File: src/rtl/load_store_unit_pkg.sv
// Shared definitions for the load/store unit.
//   - FSM state encoding (ST_*)
//   - access-type constants for req_funct3 (F3_*)
//   - access_err(): misalignment / illegal access-type decode, evaluated at accept
package load_store_unit_pkg;

    // FSM state encoding
    typedef logic [2:0] lsu_state_t;
    localparam logic [2:0] ST_IDLE   = 3'd0;
    localparam logic [2:0] ST_LOAD   = 3'd1;
    localparam logic [2:0] ST_RD_MOD = 3'd2;
    localparam logic [2:0] ST_WR     = 3'd3;
    localparam logic [2:0] ST_RESP   = 3'd4;

    // access types carried on req_funct3
    localparam logic [2:0] F3_B  = 3'b000;
    localparam logic [2:0] F3_H  = 3'b001;
    localparam logic [2:0] F3_W  = 3'b010;
    localparam logic [2:0] F3_BU = 3'b100;
    localparam logic [2:0] F3_HU = 3'b101;

    // 1 when the request must complete with an error and no memory access:
    // misaligned H/HU/W, unused encodings, or an unsigned type used for a store.
    function automatic logic access_err(input logic we, input logic [2:0] funct3,
                                        input logic [1:0] offset);
        logic err;
        case (funct3)
            F3_B:    err = 1'b0;
            F3_H:    err = offset[0];
            F3_W:    err = (offset != 2'b00);
            F3_BU:   err = we;
            F3_HU:   err = we | offset[0];
            default: err = 1'b1;
        endcase
        return err;
    endfunction

endpackage

File: src/rtl/load_store_unit_if.sv
// Bus bundle between a CPU-side requester, the load/store unit and data memory.
//   req_*   : request handshake and payload (valid/ready)
//   resp_*  : one-cycle completion pulse with load data / error flag
//   mem_*   : word-aligned data memory port; mem_read_data is combinational
// Modports:
//   slave  : the load/store unit
//   master : requester + memory model (testbench or surrounding core)
interface load_store_unit_if #(
    parameter int ADDR_W = 32
);
    logic              req_valid;
    logic              req_ready;
    logic              req_we;
    logic [2:0]        req_funct3;
    logic [ADDR_W-1:0] req_addr;
    logic [31:0]       req_wdata;
    logic              resp_valid;
    logic [31:0]       resp_rdata;
    logic              resp_err;
    logic [ADDR_W-1:0] mem_address;
    logic [31:0]       mem_wd;
    logic              mem_we;
    logic [31:0]       mem_read_data;

    modport slave (
        input  req_valid, req_we, req_funct3, req_addr, req_wdata, mem_read_data,
        output req_ready, resp_valid, resp_rdata, resp_err, mem_address, mem_wd, mem_we
    );

    modport master (
        output req_valid, req_we, req_funct3, req_addr, req_wdata, mem_read_data,
        input  req_ready, resp_valid, resp_rdata, resp_err, mem_address, mem_wd, mem_we
    );
endinterface

File: src/rtl/load_store_unit_lane_align.sv
// Combinational lane handling for a big-endian 32-bit data memory
// (byte offset 0 = [31:24] ... offset 3 = [7:0]; half offset 0 = [31:16], 2 = [15:0]).
// Ports:
//   funct3     : access type (F3_*)
//   offset     : byte offset within the word (address [1:0])
//   rd_word    : word read from memory
//   wdata      : right-aligned store data
//   load_data  : addressed lane, sign- or zero-extended per funct3
//   store_word : rd_word with the addressed lane(s) replaced by wdata
module lsu_lane_align
    import load_store_unit_pkg::*;
(
    input  logic [2:0]  funct3,
    input  logic [1:0]  offset,
    input  logic [31:0] rd_word,
    input  logic [31:0] wdata,
    output logic [31:0] load_data,
    output logic [31:0] store_word
);
    logic [7:0]  lane_b;
    logic [15:0] lane_h;

    always_comb begin
        case (offset)
            2'd0:    lane_b = rd_word[31:24];
            2'd1:    lane_b = rd_word[23:16];
            2'd2:    lane_b = rd_word[15:8];
            default: lane_b = rd_word[7:0];
        endcase
        lane_h = offset[1] ? rd_word[15:0] : rd_word[31:16];
    end

    always_comb begin
        case (funct3)
            F3_B:    load_data = {{24{lane_b[7]}}, lane_b};
            F3_BU:   load_data = {24'h0, lane_b};
            F3_H:    load_data = {{16{lane_h[15]}}, lane_h};
            F3_HU:   load_data = {16'h0, lane_h};
            default: load_data = rd_word;
        endcase
    end

    always_comb begin
        store_word = rd_word;
        case (funct3)
            F3_B: begin
                case (offset)
                    2'd0:    store_word[31:24] = wdata[7:0];
                    2'd1:    store_word[23:16] = wdata[7:0];
                    2'd2:    store_word[15:8]  = wdata[7:0];
                    default: store_word[7:0]   = wdata[7:0];
                endcase
            end
            F3_H: begin
                if (offset[1]) store_word[15:0]  = wdata[15:0];
                else           store_word[31:16] = wdata[15:0];
            end
            F3_W:    store_word = wdata;
            default: store_word = rd_word;
        endcase
    end
endmodule

File: src/rtl/load_store_unit.sv
// Load/store unit: accepts one CPU request at a time and performs it against a
// big-endian, word-addressed data memory. Sub-word stores are read-modify-write.
// Ports:
//   clk, rst : clock, asynchronous active-high reset
//   bus      : load_store_unit_if.slave (request, response and memory port)
//
// state     | meaning
// ----------+-----------------------------------------------------------
// ST_IDLE   | req_ready=1, waiting for a request
// ST_LOAD   | sample memory word, extract/extend addressed lane
// ST_RD_MOD | sample memory word, merge store lane(s) into it
// ST_WR     | mem_we=1 for this single cycle with the final write word
// ST_RESP   | resp_valid=1 for one cycle, then back to idle
module load_store_unit
    import load_store_unit_pkg::*;
#(
    parameter int ADDR_W = 32
) (
    input  logic               clk,
    input  logic               rst,
    load_store_unit_if.slave   bus
);
    lsu_state_t        state;
    logic              we_q;
    logic [2:0]        funct3_q;
    logic [ADDR_W-1:0] addr_q;
    logic [31:0]       wd_q;
    logic [31:0]       rdata_q;
    logic              err_q;

    logic [31:0]       load_data;
    logic [31:0]       store_word;
    logic              mem_active;

    // wd_q holds raw store data until RD_MOD, then the merged word for WR
    lsu_lane_align u_lane_align (
        .funct3     (funct3_q),
        .offset     (addr_q[1:0]),
        .rd_word    (bus.mem_read_data),
        .wdata      (wd_q),
        .load_data  (load_data),
        .store_word (store_word)
    );

    always_ff @(posedge clk or posedge rst) begin
        if (rst) begin
            state    <= ST_IDLE;
            we_q     <= 1'b0;
            funct3_q <= 3'b000;
            addr_q   <= '0;
            wd_q     <= 32'h0;
            rdata_q  <= 32'h0;
            err_q    <= 1'b0;
        end else begin
            case (state)
                ST_IDLE: begin
                    if (bus.req_valid) begin
                        we_q     <= bus.req_we;
                        funct3_q <= bus.req_funct3;
                        addr_q   <= bus.req_addr;
                        wd_q     <= bus.req_wdata;
                        rdata_q  <= 32'h0;
                        err_q    <= access_err(bus.req_we, bus.req_funct3, bus.req_addr[1:0]);
                        if (access_err(bus.req_we, bus.req_funct3, bus.req_addr[1:0]))
                            state <= ST_RESP;
                        else if (!bus.req_we)
                            state <= ST_LOAD;
                        else if (bus.req_funct3 == F3_W)
                            state <= ST_WR;
                        else
                            state <= ST_RD_MOD;
                    end
                end
                ST_LOAD: begin
                    rdata_q <= load_data;
                    state   <= ST_RESP;
                end
                ST_RD_MOD: begin
                    wd_q  <= store_word;
                    state <= ST_WR;
                end
                ST_WR:   state <= ST_RESP;
                ST_RESP: state <= ST_IDLE;
                default: state <= ST_IDLE;
            endcase
        end
    end

    assign mem_active      = (state == ST_LOAD) || (state == ST_RD_MOD) || (state == ST_WR);

    assign bus.req_ready   = (state == ST_IDLE);
    assign bus.resp_valid  = (state == ST_RESP);
    assign bus.resp_err    = (state == ST_RESP) && err_q;
    // stores leave rdata_q at 0, so only loads return nonzero data
    assign bus.resp_rdata  = (state == ST_RESP) ? rdata_q : 32'h0;

    assign bus.mem_address = mem_active ? {addr_q[ADDR_W-1:2], 2'b00} : '0;
    assign bus.mem_wd      = (state == ST_WR) ? wd_q : 32'h0;
    assign bus.mem_we      = (state == ST_WR);

    // we_q is kept for debug visibility of the accepted request
    logic unused_we;
    assign unused_we = we_q;
endmodule
File: src/flat_wrapper.sv
// flat-port wrapper written by rule: the top's interface ports become plain ports
module load_store_unit_flat import load_store_unit_pkg::*;
#(
    parameter int ADDR_W = 32
)
  (clk, rst, bus_req_valid, bus_req_we, bus_req_funct3, bus_req_addr, bus_req_wdata, bus_mem_read_data, bus_req_ready, bus_resp_valid, bus_resp_rdata, bus_resp_err, bus_mem_address, bus_mem_wd, bus_mem_we);
  load_store_unit_if #(.ADDR_W(ADDR_W)) bus_i ();
  input  logic clk;
  input  logic rst;
  input wire logic [$bits(bus_i.req_valid)-1:0] bus_req_valid;
  input wire logic [$bits(bus_i.req_we)-1:0] bus_req_we;
  input wire logic [$bits(bus_i.req_funct3)-1:0] bus_req_funct3;
  input wire logic [$bits(bus_i.req_addr)-1:0] bus_req_addr;
  input wire logic [$bits(bus_i.req_wdata)-1:0] bus_req_wdata;
  input wire logic [$bits(bus_i.mem_read_data)-1:0] bus_mem_read_data;
  output wire logic [$bits(bus_i.req_ready)-1:0] bus_req_ready;
  output wire logic [$bits(bus_i.resp_valid)-1:0] bus_resp_valid;
  output wire logic [$bits(bus_i.resp_rdata)-1:0] bus_resp_rdata;
  output wire logic [$bits(bus_i.resp_err)-1:0] bus_resp_err;
  output wire logic [$bits(bus_i.mem_address)-1:0] bus_mem_address;
  output wire logic [$bits(bus_i.mem_wd)-1:0] bus_mem_wd;
  output wire logic [$bits(bus_i.mem_we)-1:0] bus_mem_we;
  assign bus_i.req_valid = bus_req_valid;
  assign bus_i.req_we = bus_req_we;
  assign bus_i.req_funct3 = bus_req_funct3;
  assign bus_i.req_addr = bus_req_addr;
  assign bus_i.req_wdata = bus_req_wdata;
  assign bus_i.mem_read_data = bus_mem_read_data;
  assign bus_req_ready = bus_i.req_ready;
  assign bus_resp_valid = bus_i.resp_valid;
  assign bus_resp_rdata = bus_i.resp_rdata;
  assign bus_resp_err = bus_i.resp_err;
  assign bus_mem_address = bus_i.mem_address;
  assign bus_mem_wd = bus_i.mem_wd;
  assign bus_mem_we = bus_i.mem_we;
  load_store_unit #(.ADDR_W(ADDR_W)) u_core (.clk(clk), .rst(rst), .bus(bus_i));
endmodule
File: config.mk
export PLATFORM = sky130hd
export DESIGN_NAME = load_store_unit_flat
export DESIGN_NICKNAME = d
export VERILOG_FILES = /design/src/rtl/load_store_unit_pkg.sv /design/src/rtl/load_store_unit_if.sv /design/src/rtl/load_store_unit_lane_align.sv /design/src/rtl/load_store_unit.sv /design/src/flat_wrapper.sv
export SDC_FILE = /design/constraint.sdc
export NUM_CORES = 1
export LEC_CHECK = 0
export ABC_AREA = 1
export BUFFER_PORTS_ARGS = -buffer_cell sky130_fd_sc_hd__buf_2
export CAP_MARGIN = 20
export CORE_ASPECT_RATIO = 0.9
export CORE_UTILIZATION = 55
export CTS_BUF_LIST = sky130_fd_sc_hd__clkbuf_16
export DETAILED_ROUTE_END_ITERATION = 10
export GPL_TIMING_DRIVEN = 0
export PLACE_DENSITY = 0.85
export SYNTH_ARGS = -nofsm -noshare
export SYNTH_HDL_FRONTEND = slang
export SYNTH_SLANG_ARGS = --single-unit
export TNS_END_PERCENT = 30
File: constraint.sdc
create_clock -name clk -period 7.4 [get_ports clk]
set_clock_uncertainty 0.2 [all_clocks]
set_input_delay 1.48 -clock clk [delete_from_list [all_inputs] [get_ports clk]]
set_output_delay 1.48 -clock clk [all_outputs]
set_load 0.05 [all_outputs]
==> metrics.yaml, run 1 <==
cap_viol_max_count: 0
worstPathRequired_ns: 5.72
route.detailed.drc: 0
synth_edf_count: 0
cts_resized: 0
grt_use_total: 0.337
area_growth_pct: 24.6
postRouteAntennaNets: 0
critical_path_arrival_ns: 2.07
firstDrtPassIters: 5
max_freq_mhz: 267
fin_crit_ns: 3.75
hp-class: "flop to flop"
top_layer_used: "met4"
via_count: 6886
yosysTopAreaCell: "dfrtp_1"
drt_iter0_markers: 660
rsz0062_at_grt: "false"
die_h_um: 104
yosysWarnings: 0
die_area_mm2: 0.0120
io_buffer_count: 200
synthTopCellsByArea: "dfrtp_1 (40%), nand2_1 (18%), nor2_1 (9.9%)"
hold_buffers: 0
synth.distinct_cells: 32
clkSlewWorstSetupHoldPaths_ns: 0.07
max_slew_margin: 0.648
fin_nets: 1288
root_buffer: "clkbuf_16"
p_leak_nw: 4.53
hold_viol_final: 0
status: "finished clean"
routabilityCongestion: 0.957
synth_area_per_cell_um2: 6.55
initial_core_util: 0.577
post-cts-setup-buffer-count: 0
fp.coreArea_mm2: 0.0110
r2r_slack_ns: 5.46
cts_tree: "yes"
critPathKind: "flop to output pin"
maxSlewViolCount: 0
synth-main-ff-cell: "dfrtp_1"
wl_per_cell_um: 14.7
cp-end-kind: "output pin"
tightest_slew_ns: 0.528
hpwlAfterDp_um: 15300
syn_inst: 972
yosysMostFrequentCell: "nand2_1"
cts.path.max_buffers: 2
cts.sinks: 103
async_flop_share: 1.00
met3_length_um: 1630
ioPinCount: 203
ctsHtreeMaxLevel: 3
clk_latency_ns: 0.36
die_x_um: 115
totalWireLength_um: 19700
ir_worst_vdd_mv: 0.214
cp_max_fo: 10
start_kind: "flop"
netlist_area_mm2: 0.00637
yosys_register_bits: 103
yosysTopAreaCellShare: 0.405
grt_pass1_wl_um: 31200
overflow: 0
via_per_inst: 5.13
placed_area_mm2: 0.00759
grt_start_max_net_pins: 66
cts_buffers: 9
first_global_vias: 6229
drive_gt1_frac: 0.234
antenna_found_initial: 1
post-route-period-util: 0.507
tns_ns: 0
synth-seq-area-share: 0.405
rows: 36
dr_wl_met2_um: 8670
m1WireLength_um: 8710
finalSetupViolCount: 0
p_per_area_mw_per_mm2: 378
finalInstanceArea_mm2: 0.00793
ys_top_cells_by_count: "nand2_1 (304), nor2_1 (168), inv_1 (121)"
## final timing paths
check | startpoint | depth (start not counted) | to
max | u_core.state[2] | 7 | bus_mem_wd[13]
min | u_core.wd_q[31] | 2 | u_core.wd_q[31]
max reg2reg | u_core.state[0] | 7 | u_core.wd_q[16]
min reg2reg | u_core.wd_q[31] | 2 | u_core.wd_q[31]
max in group asynchronous | rst | 3 | u_core.rdata_q[16]
min in group asynchronous | rst | 2 | u_core.addr_q[24]
## logic make-up (layout without fill, tap and decap cells)
logic type,after synthesis,in the layout,share of synthesized area
buffers and inverters,179,396,0.120
AO/OA/AOI/OAI,114,114,0.0983
other,1,3,0.000589
AND/OR/NAND/NOR,575,575,0.376
flip-flops,103,103,0.405
## final cells by class
type,count,area (um2)
clock buffer,9,225
antenna,1,2.50
multi-input combinational,691,3030
fill,972,3110
sequential,103,2580
inverter,132,498
buffer,47,269
timing repair buffer,201,1030
clock inverter,7,111
tap,152,190
## cell usage in the layout, fill, tap and decap left out, types with 7 or more instances in the layout
cell type / synthesis / routed
a21oi_1: 26 / 26
buf_2: 14 / 214
buf_6: 7 / 7
clkbuf_1: 17 / 17
clkbuf_16: 0 / 9
dfrtp_1: 103 / 103
inv_1: 121 / 120
inv_2: 10 / 10
nand2_1: 304 / 304
nand3_1: 75 / 75
nor2_1: 168 / 168
o211ai_1: 9 / 9
o21ai_0: 54 / 54
o21ai_1: 14 / 14
o22ai_1: 7 / 7
## power breakdown
group,switching [mW],internal [mW],leakage [nW]
sequential,0.126,0.800,1.32
combinational,1.09,0.435,3.05
clock,0.234,0.305,0.164
## stage by stage
stage	setup WS, ns	utilization	total power, mW	std cells	hold slack [ns]
finish	3.65	0.719	2.99	1343	0.283
global placement	1.92	0.685	2.40	1325	0.264
detailed placement	4.08	0.688	2.43	1326	0.266
floorplan	3.02	-	2.04	973	0.249
global route	3.56	0.719	3.22	1343	0.298
CTS	3.70	0.718	2.97	1342	0.285
## flip-flops by register name, summed over array words and instances (netlist names)
name             flops
u_core.addr_q       32
u_core.err_q         1
u_core.funct3_q      3
u_core.rdata_q      32
u_core.state         3
u_core.wd_q         32
## routing by layer
layer	vias to the layer above	track usage
met2	322	0.521
met5	-	0
met4	0	0.118
met3	61	0.0530
met1	3097	0.478
li1	3406	-
## critical path: stages, from the launching register on
cell and delay (ns):
dfrtp_1 0.42, inv_1 0.11, nand2_1 0.08, nor2_1 0.19, inv_1 0.15, clkbuf_1 0.28
nor2_1 0.19, buf_2 0.29
No activity file was read; power rests on OpenSTA's default activity.
==> run 2, diff against run 1 <==
Settings changed: CORE_UTILIZATION 55 to 52, PLACE_DENSITY 0.85 to 0.81.
Clock period 7.4 ns to 3.94 ns, I/O delays scaled along.
==> metrics.yaml, run 2 (synthesis results as in run 1) <==
p_per_area_mw_per_mm2: 696  # +84%
hp-class: "input port to async pin"
cp_slowest_cell: "dfrtp_1"
first_global_vias: 6178  # -0.82%
die_h_um: 107  # +2.8%
totalWireLength_um: 20100  # +2.1%
cts.sinks: 103  # unchanged
post-cts-setup-buffer-count: 0  # unchanged
ioPinCount: 203  # unchanged
post-route-util: 0.675  # -0.0433
cap_viol_max_count: 0  # unchanged
worstPathRequired_ns: 2.95  # -2.77 ns
finalSetupViolCount: 0  # unchanged
wl_per_cell_um: 14.9  # +1.9%
reg2reg_from: "u_core.state[0]"
antenna_found_initial: 0  # -1
critPathKind: "flop to output pin"
reg_top3: "u_core.addr_q: 32 flops, u_core.rdata_q: 32 flops, u_core.wd_q: 32 flops"
grtUsageMet3: 0.0521  # -0.000903
r2r_slack_ns: 2.00  # -3.46 ns
via_count: 6934  # +0.70%
drive_gt1_frac: 0.234  # -0.000840
area_growth_pct: 23.7
ir_worst_vdd_mv: 0.344  # +61%
fin_nets: 1288  # unchanged
cts_resized: 0  # unchanged
post-route-period-util: 0.775
fin_crit_ns: 3.05
worstRegToRegCells: 7  # unchanged
cp_max_fo: 10  # unchanged
p_leak_nw: 4.49  # -0.72%
rows: 37  # +2.8%
root_buffer: "clkbuf_16"
cp-end-kind: "output pin"
hold_viol_final: 0  # unchanged
placed_area_mm2: 0.00760  # about the same
tightest_slew_ns: 0.569  # +0.0412 ns
via_per_inst: 5.15  # +0.47%
die_x_um: 119  # +2.8%
regArea_mm2: 0.00258  # unchanged
routabilityCongestion: 0.973  # +1.7%
hpwlAfterDp_um: 15800  # +2.9%
cts_tree: "yes"
antennaDiodeCount: 0  # -1
io_buffer_count: 200  # unchanged
grt.met2_usage: 0.506  # -0.0151
mostFrequentLayoutCells: "nand2_1 (304), buf_2 (214), nor2_1 (168), inv_1 (120), dfrtp_1 (103)"
grt_pass1_wl_um: 31900  # +2.3%
status: "finished clean"
rsz0062_at_grt: "false"
cts.path.max_buffers: 2  # unchanged
maxSlewViolCount: 0  # unchanged
ctsHtreeMaxLevel: 3  # unchanged
initial_core_util: 0.546  # -0.0312
finalInstanceArea_mm2: 0.00788  # -0.66%
crit_chain: "inv_1 > nand2_1 > nor2_1 > inv_1 > clkbuf_1 > nor2_1 > buf_2"
cpPeakStageDelay_ns: 0.42  # about the same
multi_input_area_mm2: 0.00303  # unchanged
fp.coreArea_mm2: 0.0117  # +5.7%
route.detailed.drc: 0  # unchanged
max_slew_margin: 0.621  # -0.0275
die_area_mm2: 0.0127  # +5.7%
max_freq_mhz: 328
r2r_end: "u_core.wd_q[17]"
drt_iter0_markers: 685  # +3.8%
cts_buffers: 9  # unchanged
overflow: 0  # unchanged
critical_path_arrival_ns: 2.06  # about the same
start_kind: "flop"
grt_start_max_net_pins: 66  # unchanged
clkSlewWorstSetupHoldPaths_ns: 0.07  # about the same
fillers: 1115  # +15%
final_common_cell: "nand2_1"
clk_latency_ns: 0.35  # about the same
firstDrtPassIters: 7  # +2
postRouteAntennaNets: 0  # unchanged
met1_usage: 0.459  # -0.0192
hold_buffers: 0  # unchanged
busiest_layer: "met2"
grt_use_total: 0.325  # -0.0119
run 2: power breakdown:
group          internal (mW)  switching [mW]  total, mW
clock                  0.436           0.426      0.862
sequential              1.50           0.240       1.74
combinational          0.817            2.06       2.87
total                   2.76            2.72       5.48
run 2: worst max-delay path by stage:
stage               slack, ns       startpoint            endpoint
finish                   0.89  u_core.state[2]      bus_mem_wd[20]
global route             0.78  u_core.state[2]      bus_mem_wd[20]
CTS                      0.95  u_core.state[2]      bus_mem_wd[20]
detailed placement       1.33  u_core.state[2]      bus_mem_wd[20]
global placement        -0.87              rst  u_core.rdata_q[18]
floorplan                0.25              rst    u_core.addr_q[0]
run 2: area by class of cell:
class | count | area share
multi-input cells | 691 | 0.384
flip-flops and latches | 103 | 0.327
well taps | 156 | 0.0248
clock buffers | 9 | 0.0286
clock inverters | 7 | 0.00715
repair buffers | 201 | 0.131
plain buffers | 47 | 0.0341
inverters | 132 | 0.0632
run 2: metrics by stage:
stage / hold WS [ns] / instances / setup TNS [ns] / power (mW) / setup slack, ns
floorplan: 0.249 / 973 / 0 / 3.84 / 0.248
detailed placement: 0.266 / 1330 / 0 / 4.58 / 1.33
global route: 0.295 / 1346 / 0 / 5.89 / 0.781
CTS: 0.284 / 1346 / 0 / 5.45 / 0.949
finish: 0.276 / 1346 / 0 / 5.48 / 0.888
global placement: 0.264 / 1329 / -88.38 / 4.53 / -0.869
run 2: routing by layer:
metal | wire length [um] | up-vias | part of all wire
met1 | 8780 | 3153 | 0.44
met5 | 0 | - | 0
met2 | 8990 | 327 | 0.45
met4 | 650 | 0 | 0.032
met3 | 1670 | 52 | 0.083
li1 | - | 3402 | -
run 2: critical path, delay by kind of cell (launching register included):
kind	cells	cell delay [ns]
buffers and inverters	4	0.86
DFF	1	0.42
and+or+nand+nor	3	0.42
==> run 3, diff against run 2 <==
Settings changed: CORE_UTILIZATION 52 to 47, PLACE_DENSITY 0.81 to 0.78.
Clock period 3.94 ns to 2.4 ns, I/O delays scaled along.
==> metrics.yaml, run 3 (synthesis results as in run 1) <==
hpwlAfterDp_um: 15800  # +0.33%
root_buffer: "clkbuf_16"
fin_nets: 1290  # +0.16%
max_slew_margin: 0.570  # -0.0511
routabilityCongestion: 1.01  # +4.0%
clkSlewWorstSetupHoldPaths_ns: 0.08  # about the same
maxSlewViolCount: 0  # unchanged
worstPathRequired_ns: 1.72  # -1.23 ns
wl_per_cell_um: 15.0  # +0.80%
cpMostUsedCell: "inv_2"
critPathKind: "flop to output pin"
combPwrFrac: 0.526  # about the same
drt_iter0_markers: 665  # -2.9%
totalWireLength_um: 20400  # +1.5%
area_growth_pct: 30.0
fp.coreArea_mm2: 0.0129  # +11%
cts_buffers: 9  # unchanged
ctsHtreeMaxLevel: 3  # unchanged
mostFrequentLayoutCells: "nand2_1 (303), buf_2 (157), nor2_1 (148), inv_1 (118), dfrtp_1 (100)"
hold_viol_final: 2  # +2
clk_latency_ns: 0.36  # about the same
rows: 39  # +5.4%
grt_start_max_net_pins: 42  # -36%
final_common_cell: "nand2_1"
ioPinCount: 203  # unchanged
reg_top3: "u_core.addr_q: 32 flops, u_core.rdata_q: 32 flops, u_core.wd_q: 32 flops"
post-route-period-util: 0.976
via_per_inst: 5.14  # -0.31%
firstDrtPassIters: 5  # -2
finalSetupViolCount: 0  # unchanged
rsz0062_at_grt: "false"
tightest_slew_ns: 0.644  # +0.0752 ns
seq_power_share: 0.312  # -0.006
p_per_area_mw_per_mm2: 1110  # +60%
cp_slowest_cell: "dfrtp_2"
antenna_found_initial: 0  # unchanged
via_count: 6964  # +0.43%
max_freq_mhz: 427
hp-class: "input port to async pin"
drive_gt1_frac: 0.265  # +0.0315
die_h_um: 112  # +5.1%
cell_internal_pwr_mw: 4.65  # +69%
cts.sinks: 103  # unchanged
die_area_mm2: 0.0140  # +10%
cts_tree: "yes"
r2r_slack_ns: 0.41  # -1.59 ns
r2r_end: "u_core.addr_q[20]"
cp-end-kind: "output pin"
first_global_vias: 6442  # +4.3%
tns_ns: 0  # unchanged
grt_pass1_wl_um: 32500  # +1.8%
worstRegToRegCells: 6  # -1
switchingPower_mw: 4.55  # +67%
grt_use_total: 0.296  # -0.0295
hold_slack_ns: -0.00594  # -0.282 ns
swShare: 0.495  # -0.00209
cap_viol_max_count: 0  # unchanged
antennaDiodeCount: 0  # unchanged
reg2reg_from: "u_core.state[2]"
die_x_um: 125  # +5.1%
cp_max_fo: 10  # unchanged
crit_chain: "inv_2 > nand2_1 > nor2_4 > inv_2 > clkbuf_8 > nor2_1 > buf_4"
cts.path.max_buffers: 2  # unchanged
initial_core_util: 0.492  # -0.0534
postRouteAntennaNets: 0  # unchanged
critical_path_arrival_ns: 1.66  # -0.40 ns
cp-startpoint: "u_core.state[2]"
cpPeakStageDelay_ns: 0.42  # about the same
start_kind: "flop"
overflow: 0  # unchanged
violations: "hold timing"
p_leak_nw: 4.55  # +1.3%
status: "finished, violations left"
ir_worst_vdd_mv: 0.551  # +60%
route.detailed.drc: 0  # unchanged
io_buffer_count: 200  # unchanged
pwr-share-clk: 0.161  # +0.004
fin_crit_ns: 2.34
## run 3: cell count changes in the layout (fill, tap and decap cells not counted), sizes merged
cell,before,now
clkbuf,26,19
clkinv,4,2
inv,133,136
clkinvlp,2,1
buf,231,240
## run 3: through the flow
| stage | total power [mW] | cells | setup WS (ns) | util | area, um2 |
|---|---|---|---|---|---|
| after global placement | 7.40 | 1337 | -0.212 | 0.586 | 7580 |
| after global routing | 9.90 | 1356 | 0.00468 | 0.640 | 8280 |
| after floorplan | 6.30 | 973 | -0.620 | - | 6370 |
| after CTS | 9.05 | 1355 | -0.0130 | 0.629 | 8140 |
| after detailed placement | 7.49 | 1339 | 0.0470 | 0.589 | 7620 |
| final | 9.20 | 1356 | 0.0575 | 0.640 | 8280 |
## run 3: worst max-delay path: cells and delay by family (launching register included)
| family | cells | cell delay (ns) |
|---|---|---|
| buffers and inverters | 4 | 0.55 |
| flip-flops | 1 | 0.42 |
| AND/OR/NAND/NOR | 3 | 0.34 |
## run 3: worst max path at each step
stage,end,depth (start not counted)
6_report,bus_mem_wd[13],7
5_1_grt,bus_mem_wd[1],7
4_1_cts,bus_resp_rdata[14],5
3_5_place_dp,bus_mem_wd[11],7
3_3_place_gp,u_core.rdata_q[18],2
2_1_floorplan,bus_mem_wd[10],6
## run 3: repair_timing
action | 4_1_cts | 5_1_grt
resized for setup | 94 | 52
hold buffers | 0 | 0
endpoints found under the hold margin | 0 | 0
buffers inserted | 0 | 1
setup endpoints to repair | 91 | 87
pin swaps | 0 | 1
## run 3: power by group through the flow
| stage | Clock [mW] | Sequential (mW) | Combinational, mW |
|---|---|---|---|
| CTS | 1.49 | 2.87 | 4.69 |
| global placement | 0 | 2.87 | 4.53 |
| finish | 1.48 | 2.87 | 4.84 |
| floorplan | 0 | 2.78 | 3.53 |
| detailed placement | 0 | 2.89 | 4.60 |
| global route | 1.55 | 2.94 | 5.41 |
## run 3: final cells by class
cell class                      instances  area, um2
Timing Repair Buffer                  203       1300
Inverter                              132        499
Multi-Input combinational cell        691       3090
Sequential cell                       103       2580
Clock inverter                          7       60.1
Tap cell                              164        205
Clock buffer                            9        225
Buffer                                 47        313
Fill cell                            1204       4660
## run 3: layer usage
layer | track usage | wire length [um] | up-vias | part of all wire
met1 | 0.403 | 8810 | 3209 | 0.43
met5 | 0 | 0 | - | 0
met4 | 0.117 | 592 | 0 | 0.029
li1 | - | - | 3408 | -
met3 | 0.0524 | 1790 | 41 | 0.088
met2 | 0.470 | 9210 | 306 | 0.45
